--- config.mk ---
export PLATFORM = sky130hd
export DESIGN_NAME = usb_burst_scheduler
export DESIGN_NICKNAME = d
export VERILOG_FILES = /design/src/rtl/usb_sched_pkg.sv /design/src/rtl/usb_burst_scheduler_rr_arbiter.sv /design/src/rtl/usb_burst_scheduler.sv
export SDC_FILE = /design/constraint.sdc
export NUM_CORES = 1
export LEC_CHECK = 0
export ABC_AREA = 1
export CAP_MARGIN = 20
export CELL_PAD_IN_SITES_DETAIL_PLACEMENT = 0
export CELL_PAD_IN_SITES_GLOBAL_PLACEMENT = 1
export CORE_MARGIN = 1
export CORE_UTILIZATION = 35
export CTS_CLUSTER_SIZE = 40
export DETAILED_ROUTE_END_ITERATION = 7
export PLACE_DENSITY = 0.8
export SYNTH_ARGS = -nofsm -noshare
export SYNTH_HDL_FRONTEND = slang
export SYNTH_SLANG_ARGS = --single-unit
--- constraint.sdc ---
create_clock -name clk_in -period 1.99 [get_ports clk_in]
set_clock_uncertainty 0.2 [all_clocks]
set_input_delay 0.597 -clock clk_in [delete_from_list [all_inputs] [get_ports clk_in]]
set_output_delay 0.597 -clock clk_in [all_outputs]
set_load 0.02 [all_outputs]
--- src/rtl/usb_sched_pkg.sv ---
// rtl/usb_sched_pkg.sv - shared encodings and width helpers for the USB burst scheduler
package usb_sched_pkg;

    // One-hot scheduler states
    localparam logic [4:0] ST_IDLE  = 5'b00001;
    localparam logic [4:0] ST_QUAL  = 5'b00010;
    localparam logic [4:0] ST_START = 5'b00100;
    localparam logic [4:0] ST_BURST = 5'b01000;
    localparam logic [4:0] ST_GAP   = 5'b10000;

    // Burst direction as seen on burst_dir_out
    localparam logic DIR_RX = 1'b0;
    localparam logic DIR_TX = 1'b1;

    // Bits needed to index n items (at least one bit)
    function automatic int idx_w(input int n);
        return (n > 1) ? $clog2(n) : 1;
    endfunction

    // Bits needed to hold the values 0..max_count
    function automatic int cnt_w(input int max_count);
        return (max_count > 0) ? $clog2(max_count + 1) : 1;
    endfunction

endpackage

--- src/rtl/usb_burst_scheduler_rr_arbiter.sv ---
// rtl/usb_burst_scheduler_rr_arbiter.sv - rotating-priority pick of one ready TX channel
module rr_arbiter
    import usb_sched_pkg::*;
#(
    parameter int NUM_CH = 4,
    localparam int CH_W = idx_w(NUM_CH)
) (
    input  logic [NUM_CH-1:0] req_i,
    input  logic [CH_W-1:0]   ptr_i,
    output logic [NUM_CH-1:0] grant_o,
    output logic [CH_W-1:0]   idx_o,
    output logic              any_o
);

    logic [CH_W-1:0] pos;
    logic            found;

    // Scan upward from ptr_i; NUM_CH is a power of two so the index addition wraps on its own
    always_comb begin
        grant_o = '0;
        idx_o   = '0;
        any_o   = |req_i;
        found   = 1'b0;
        pos     = '0;
        for (int k = 0; k < NUM_CH; k++) begin
            pos = ptr_i + CH_W'(k);
            if (!found && req_i[pos]) begin
                found        = 1'b1;
                grant_o[pos] = 1'b1;
                idx_o        = pos;
            end
        end
    end

endmodule

--- src/rtl/usb_burst_scheduler.sv ---
// rtl/usb_burst_scheduler.sv - picks RX/TX direction and TX channel for each USB FIFO burst
module usb_burst_scheduler
    import usb_sched_pkg::*;
#(
    parameter int NUM_CH        = 4,
    parameter int DEBOUNCE      = 3,
    parameter int GAP_CYCLES    = 2,
    parameter int BURST_TIMEOUT = 2048,
    localparam int CH_W = idx_w(NUM_CH)
) (
    input  logic              clk_in,
    input  logic              rst_in,
    input  logic              usb_rxf_n_in,
    input  logic              usb_txe_n_in,
    input  logic              rx_prog_full_in,
    input  logic [NUM_CH-1:0] tx_ready_in,
    input  logic              burst_done_in,
    output logic              burst_start_out,
    output logic              burst_dir_out,
    output logic [NUM_CH-1:0] tx_grant_out,
    output logic [CH_W-1:0]   tx_sel_out,
    output logic              busy_out,
    output logic              timeout_err_out
);

    localparam int DEB_W = cnt_w(DEBOUNCE);
    localparam int TO_W  = cnt_w(BURST_TIMEOUT);
    localparam int GAP_W = cnt_w(GAP_CYCLES);

    logic [4:0]        state_q, state_d;
    logic              dir_q, dir_d;
    logic [CH_W-1:0]   sel_q, sel_d;
    logic [NUM_CH-1:0] gnt_q, gnt_d;
    logic              last_dir_q, last_dir_d;
    logic [CH_W-1:0]   rr_ptr_q, rr_ptr_d;
    logic [DEB_W-1:0]  deb_ctr_q, deb_ctr_d;
    logic [TO_W-1:0]   to_ctr_q, to_ctr_d;
    logic [GAP_W-1:0]  gap_ctr_q, gap_ctr_d;
    logic              err_q, err_d;

    logic              start_q, start_d;
    logic              busy_q, busy_d;
    logic              dir_out_q, dir_out_d;
    logic [NUM_CH-1:0] grant_q, grant_d;
    logic [CH_W-1:0]   sel_out_q, sel_out_d;

    logic [NUM_CH-1:0] arb_grant;
    logic [CH_W-1:0]   arb_idx;
    logic              arb_any;
    logic              rx_req, tx_req, qual_ok;

    rr_arbiter #(
        .NUM_CH (NUM_CH)
    ) u_arb (
        .req_i   (tx_ready_in),
        .ptr_i   (rr_ptr_q),
        .grant_o (arb_grant),
        .idx_o   (arb_idx),
        .any_o   (arb_any)
    );

    assign rx_req = !usb_rxf_n_in && !rx_prog_full_in;
    assign tx_req = !usb_txe_n_in && arb_any;

    // Only the request that was latched in IDLE keeps the debounce running
    assign qual_ok = (dir_q == DIR_RX) ? rx_req : (!usb_txe_n_in && |(tx_ready_in & gnt_q));

    // State, bookkeeping and registered outputs
    always_ff @(posedge clk_in) begin
        if (rst_in) begin
            state_q    <= ST_IDLE;
            dir_q      <= DIR_RX;
            sel_q      <= '0;
            gnt_q      <= '0;
            last_dir_q <= DIR_TX;
            rr_ptr_q   <= '0;
            deb_ctr_q  <= '0;
            to_ctr_q   <= '0;
            gap_ctr_q  <= '0;
            err_q      <= 1'b0;
            start_q    <= 1'b0;
            busy_q     <= 1'b0;
            dir_out_q  <= DIR_RX;
            grant_q    <= '0;
            sel_out_q  <= '0;
        end else begin
            state_q    <= state_d;
            dir_q      <= dir_d;
            sel_q      <= sel_d;
            gnt_q      <= gnt_d;
            last_dir_q <= last_dir_d;
            rr_ptr_q   <= rr_ptr_d;
            deb_ctr_q  <= deb_ctr_d;
            to_ctr_q   <= to_ctr_d;
            gap_ctr_q  <= gap_ctr_d;
            err_q      <= err_d;
            start_q    <= start_d;
            busy_q     <= busy_d;
            dir_out_q  <= dir_out_d;
            grant_q    <= grant_d;
            sel_out_q  <= sel_out_d;
        end
    end

    // Next-state: select in IDLE, debounce in QUAL, watch for done or timeout in BURST
    always_comb begin
        state_d    = state_q;
        dir_d      = dir_q;
        sel_d      = sel_q;
        gnt_d      = gnt_q;
        last_dir_d = last_dir_q;
        rr_ptr_d   = rr_ptr_q;
        deb_ctr_d  = deb_ctr_q;
        to_ctr_d   = to_ctr_q;
        gap_ctr_d  = gap_ctr_q;
        err_d      = err_q;
        unique case (state_q)
            ST_IDLE: begin
                if (rx_req || tx_req) begin
                    if (rx_req && tx_req) begin
                        dir_d = ~last_dir_q;
                    end else begin
                        dir_d = tx_req ? DIR_TX : DIR_RX;
                    end
                    sel_d     = arb_idx;
                    gnt_d     = arb_grant;
                    deb_ctr_d = '0;
                    state_d   = ST_QUAL;
                end
            end
            ST_QUAL: begin
                if (!qual_ok) begin
                    state_d = ST_IDLE;
                end else if (deb_ctr_q == DEB_W'(DEBOUNCE - 1)) begin
                    state_d = ST_START;
                end else begin
                    deb_ctr_d = deb_ctr_q + DEB_W'(1);
                end
            end
            ST_START: begin
                to_ctr_d = '0;
                state_d  = ST_BURST;
            end
            ST_BURST: begin
                // Done wins over a simultaneous timeout expiry
                if (burst_done_in) begin
                    last_dir_d = dir_q;
                    if (dir_q == DIR_TX) begin
                        rr_ptr_d = sel_q + CH_W'(1);
                    end
                    gap_ctr_d = '0;
                    state_d   = ST_GAP;
                end else if (to_ctr_q == TO_W'(BURST_TIMEOUT - 1)) begin
                    err_d     = 1'b1;
                    gap_ctr_d = '0;
                    state_d   = ST_GAP;
                end else begin
                    to_ctr_d = to_ctr_q + TO_W'(1);
                end
            end
            ST_GAP: begin
                if (gap_ctr_q == GAP_W'(GAP_CYCLES - 1)) begin
                    state_d = ST_IDLE;
                end else begin
                    gap_ctr_d = gap_ctr_q + GAP_W'(1);
                end
            end
            default: begin
                state_d = ST_IDLE;
            end
        endcase
    end

    // Output decode of the next state so every output lines up with its state
    always_comb begin
        start_d   = (state_d == ST_START);
        busy_d    = (state_d != ST_IDLE);
        dir_out_d = dir_d;
        grant_d   = '0;
        sel_out_d = '0;
        if ((state_d == ST_START || state_d == ST_BURST) && dir_d == DIR_TX) begin
            grant_d   = gnt_d;
            sel_out_d = sel_d;
        end
    end

    assign burst_start_out = start_q;
    assign burst_dir_out   = dir_out_q;
    assign tx_grant_out    = grant_q;
    assign tx_sel_out      = sel_out_q;
    assign busy_out        = busy_q;
    assign timeout_err_out = err_q;

endmodule
==> key figures <==
Global route
  – Grt total ovfl: 0
  – First-pass GRT wire length: 9432 um
  – Tot GR Track Use: ~16%
  – Largest net degree at the start of global routing: 13
  – Initial antenna violation count: 0
  – Vias in the first global route: 2,057

Setup path
  – Critical path startpoint category: primary input
  – WP data arrival: between 1.5 and 2 ns
  – CP cell instances: clkdlybuf4s50_1, nor2_1, inv_1, a21oi_4, nand2_1, nor2_1, nand3_1, nand2_1, nor2_1
  – WP data required: approximately 2.0 ns
  – Largest delay share family, worst path: simple AND/OR/NAND/NOR gates
  – Buffers & Inverters on Critical Path: 2
  – Slowest-stage cell, CP: clkdlybuf4s50_1
  – Delay of the slowest critical-path stage: 0.40 ns
  – Crit-path most repeated cell: nor2_1
  – Critical path type: in2reg
  – Setup crit end kind: flop
  – Worst-path maximum fanout: 5

Yosys
  – Synth Instances: between 300 and 400
  – Ys Warns: 0
  – Top-area cell type share of the netlist area: between 30% and 40%
  – Most used DFF post-synth: dfxtp_1
  – Syn_nets: ~360
  – Number of synthesized register bits: 40
  – Synth cell types: 33
  – Number of synthesized flops with an enable pin: 0
  – Post-synthesis async set-or-reset flop share: 0%
  – Synth area leader: dfxtp_1
  – Seq/Total Area, Yosys: between 30% and 40%
  – Average size of a mapped cell: between 6 and 7 um2
  – Synthesized area: roughly 2300 um2
  – Largest cells by area after synthesis: dfxtp_1 (34%), nand2_1 (13%), nor2_1 (7.5%)

Hold path
  – Hold crit path type: reg2reg

Pwr
  – Pleak: approximately 1.3 nW
  – Clk pwr share: around 40%
  – Sw power: around 490 uW
  – PwrDens: 664.1 nW/um2
  – Max VDD drop: 0.4257 mV
  – Seq pwr share: approximately 44%
  – Gate power share: between 10% and 20%
  – Cell Int Power: roughly 1.5 mW
  – Switching Share: between 20% and 30%

CTS
  – CTS sink cnt: 40
  – H-tree Lvls: 2
  – Num CTS Buffers: 5
  – Hold_buf cts: 0
  – Clk_lat worst skew: slightly below 0.3 ns
  – CTS tree: yes
  – Clock slew seen by the registers of the worst setup and hold paths: 0.07 ns
  – Clock tree buffer depth: 2
  – CTS root buf: clkbuf_8

Final layout
  – Post-Layout Cell Count: around 470
  – Area Growth Syn to Fin: 24.53%
  – Nets: approximately 400
  – Fill count: 692
  – Share of cells above drive strength 1: about a fifth
  – Antenna cell count: 0

Placement
  – Post-DP HPWL: ~4300 um
  – DP Cell Count: approximately 460
  – Port Buffers: 19
  – Placer Congestion: between 0.7 and 0.8

Detailed routing
  – Routed WL: 5589 um
  – TritonRoute pass-1 iters: 4
  – DR iter-0 viols: between 50 and 60
  – Vias: between 2,000 and 2,500
  – Vias per std cell: between 4 and 5
  – DRC viols: 0
  – Post-route ant nets: 0
  – DR WL/cell: 11.92 um

Timing
  – Hold Violations, Final: 0
  – Max_slew headroom: 76.27%
  – Crit share post-route: roughly 96%
  – Min Tclk post-route: 1.918 ns
  – Slew Limit Fails: 0
  – Hold Slack: ~0.28 ns
  – Final setup fails: 0
  – Fmax: ~520 MHz
  – Worst-margin pin slew: about 0.35 ns

Run
  – Total of max-cap violations: 0

Die
  – Initial Util: about 37%
  – Horiz. Die Dim: approximately 84 um
  – Die area: 7020 um2
  – I/O Pins: 20
  – Die Y: between 80 and 90 um
  – Core Region: between 6000 and 7000 um2
  – # rows: 29

Status
  – Status: completed
timing repair:
action / CTS / global route
pin swaps: 2 / 2
gates cloned: 1 / 0
setup endpoints to repair: 24 / 8
buffers inserted: 0 / 0
resized for setup: 21 / 2
cell usage in the layout, fill, tap and decap left out, types with 2 or more instances in the layout:
master	n
a21oi_1	19
and2_1	2
buf_4	24
bufinv_16	2
clkbuf_8	5
clkdlybuf4s50_1	5
dfxtp_1	40
dlygate4sd2_1	14
ha_1	7
inv_1	31
inv_2	6
inv_4	2
nand2_1	77
nand2_2	11
nand2_4	2
nand3_1	33
nand3_2	2
nand4_1	14
nor2_1	46
nor2_2	5
nor2_4	5
nor3_1	9
o21ai_0	13
or2_2	4
xnor2_1	2
worst reg2reg max path: cells and delay by family, from the launching register on:
family / cells / cell delay [ns]
buf+inv: 2 / 0.12
simple gates: 7 / 0.80
fa+ha+maj: 1 / 0.36
flops: 1 / 0.37
sequential cells by signal, indices dropped and copies added (netlist names), 2 cells and up:
signal,count
state_q,5
to_ctr_q,12
gnt_q,4
tx_sel_out,2
sel_q,2
tx_grant_out,4
gap_ctr_q,2
rr_ptr_q,2
deb_ctr_q,2
layout make-up:
cell class	count	area, um2	share of cell area [%]
Inverter	39	151.4	5.193
Multi-Input combinational cell	262	1365	46.82
Tap cell	77	96.34	3.305
Clock buffer	5	68.82	2.361
Clock inverter	2	60.06	2.060
Timing Repair Buffer	44	372.9	12.79
Sequential cell	40	800.8	27.47
power groups by stage:
stage,Clock (mW),Combinational [mW],Sequential (mW)
2_1_floorplan,0,0.191,0.873
3_3_place_gp,0,0.294,0.874
3_5_place_dp,0,0.298,0.874
4_1_cts,0.791,0.302,0.855
5_1_grt,0.828,0.342,0.857
6_report,0.779,0.303,0.854
stage by stage:
| stage | instance area (um2) | util, % | power, mW | setup slack, ns | TNS, ns |
|---|---|---|---|---|---|
| finish | 2915 | 45.65 | 1.936 | 0.07171 | 0 |
| global route | 2915 | 45.65 | 2.027 | -0.006269 | -0.006269 |
| CTS | 2913 | 45.61 | 1.948 | 0.06525 | 0 |
| detailed placement | 2768 | 43.34 | 1.172 | -0.4318 | -7.310 |
| global placement | 2768 | 43.34 | 1.167 | -0.4405 | -6.495 |
| floorplan | 2341 | - | 1.064 | 0.1666 | 0 |
final timing paths:
path / cells after the start / start / endpoint / slack (ns)
max: 9 / usb_rxf_n_in / tx_grant_out[3]$_SDFF_PP0_ / 0.07
min: 2 / last_dir_q$_SDFFE_PP1P_ / last_dir_q$_SDFFE_PP1P_ / 0.28
max reg2reg: 10 / rr_ptr_q[0]$_SDFFE_PP0P_ / gnt_q[1]$_SDFF_PP0_ / 0.09
min reg2reg: 2 / last_dir_q$_SDFFE_PP1P_ / last_dir_q$_SDFFE_PP1P_ / 0.28
synth_stat cells (4+ instances only):
cell type,count
a21oi_1,19
nor3_1,9
nor2_2,4
or2_2,4
buf_6,4
inv_1,32
nand4_1,14
nor2_1,47
nor2_4,4
ha_1,7
o21ai_0,13
inv_2,5
nand2_2,8
nand2_1,81
nand3_1,33
dfxtp_1,40
logic make-up (layout without fill, tap and decap cells):
| logic type | count (synthesis) | in the layout | synth area share (%) |
|---|---|---|---|
| compound gates | 37 | 37 | 8.552 |
| xor+xnor | 3 | 3 | 1.123 |
| fa+ha+maj | 7 | 7 | 3.741 |
| buf+inv | 46 | 90 | 9.033 |
| flops | 40 | 40 | 34.21 |
| simple gates | 214 | 215 | 43.35 |
routing by layer:
| metal | vias up | track usage [%] | share of wire (%) |
|---|---|---|---|
| li1 | 1210 | - | - |
| met1 | 1008 | 20.68 | 49 |
| met2 | 23 | 28.09 | 48 |
| met3 | 6 | 3.165 | 2.0 |
| met4 | 0 | 5.701 | 0.95 |
| met5 | - | 0 | 0 |
No activity file was read; power rests on OpenSTA's default activity.
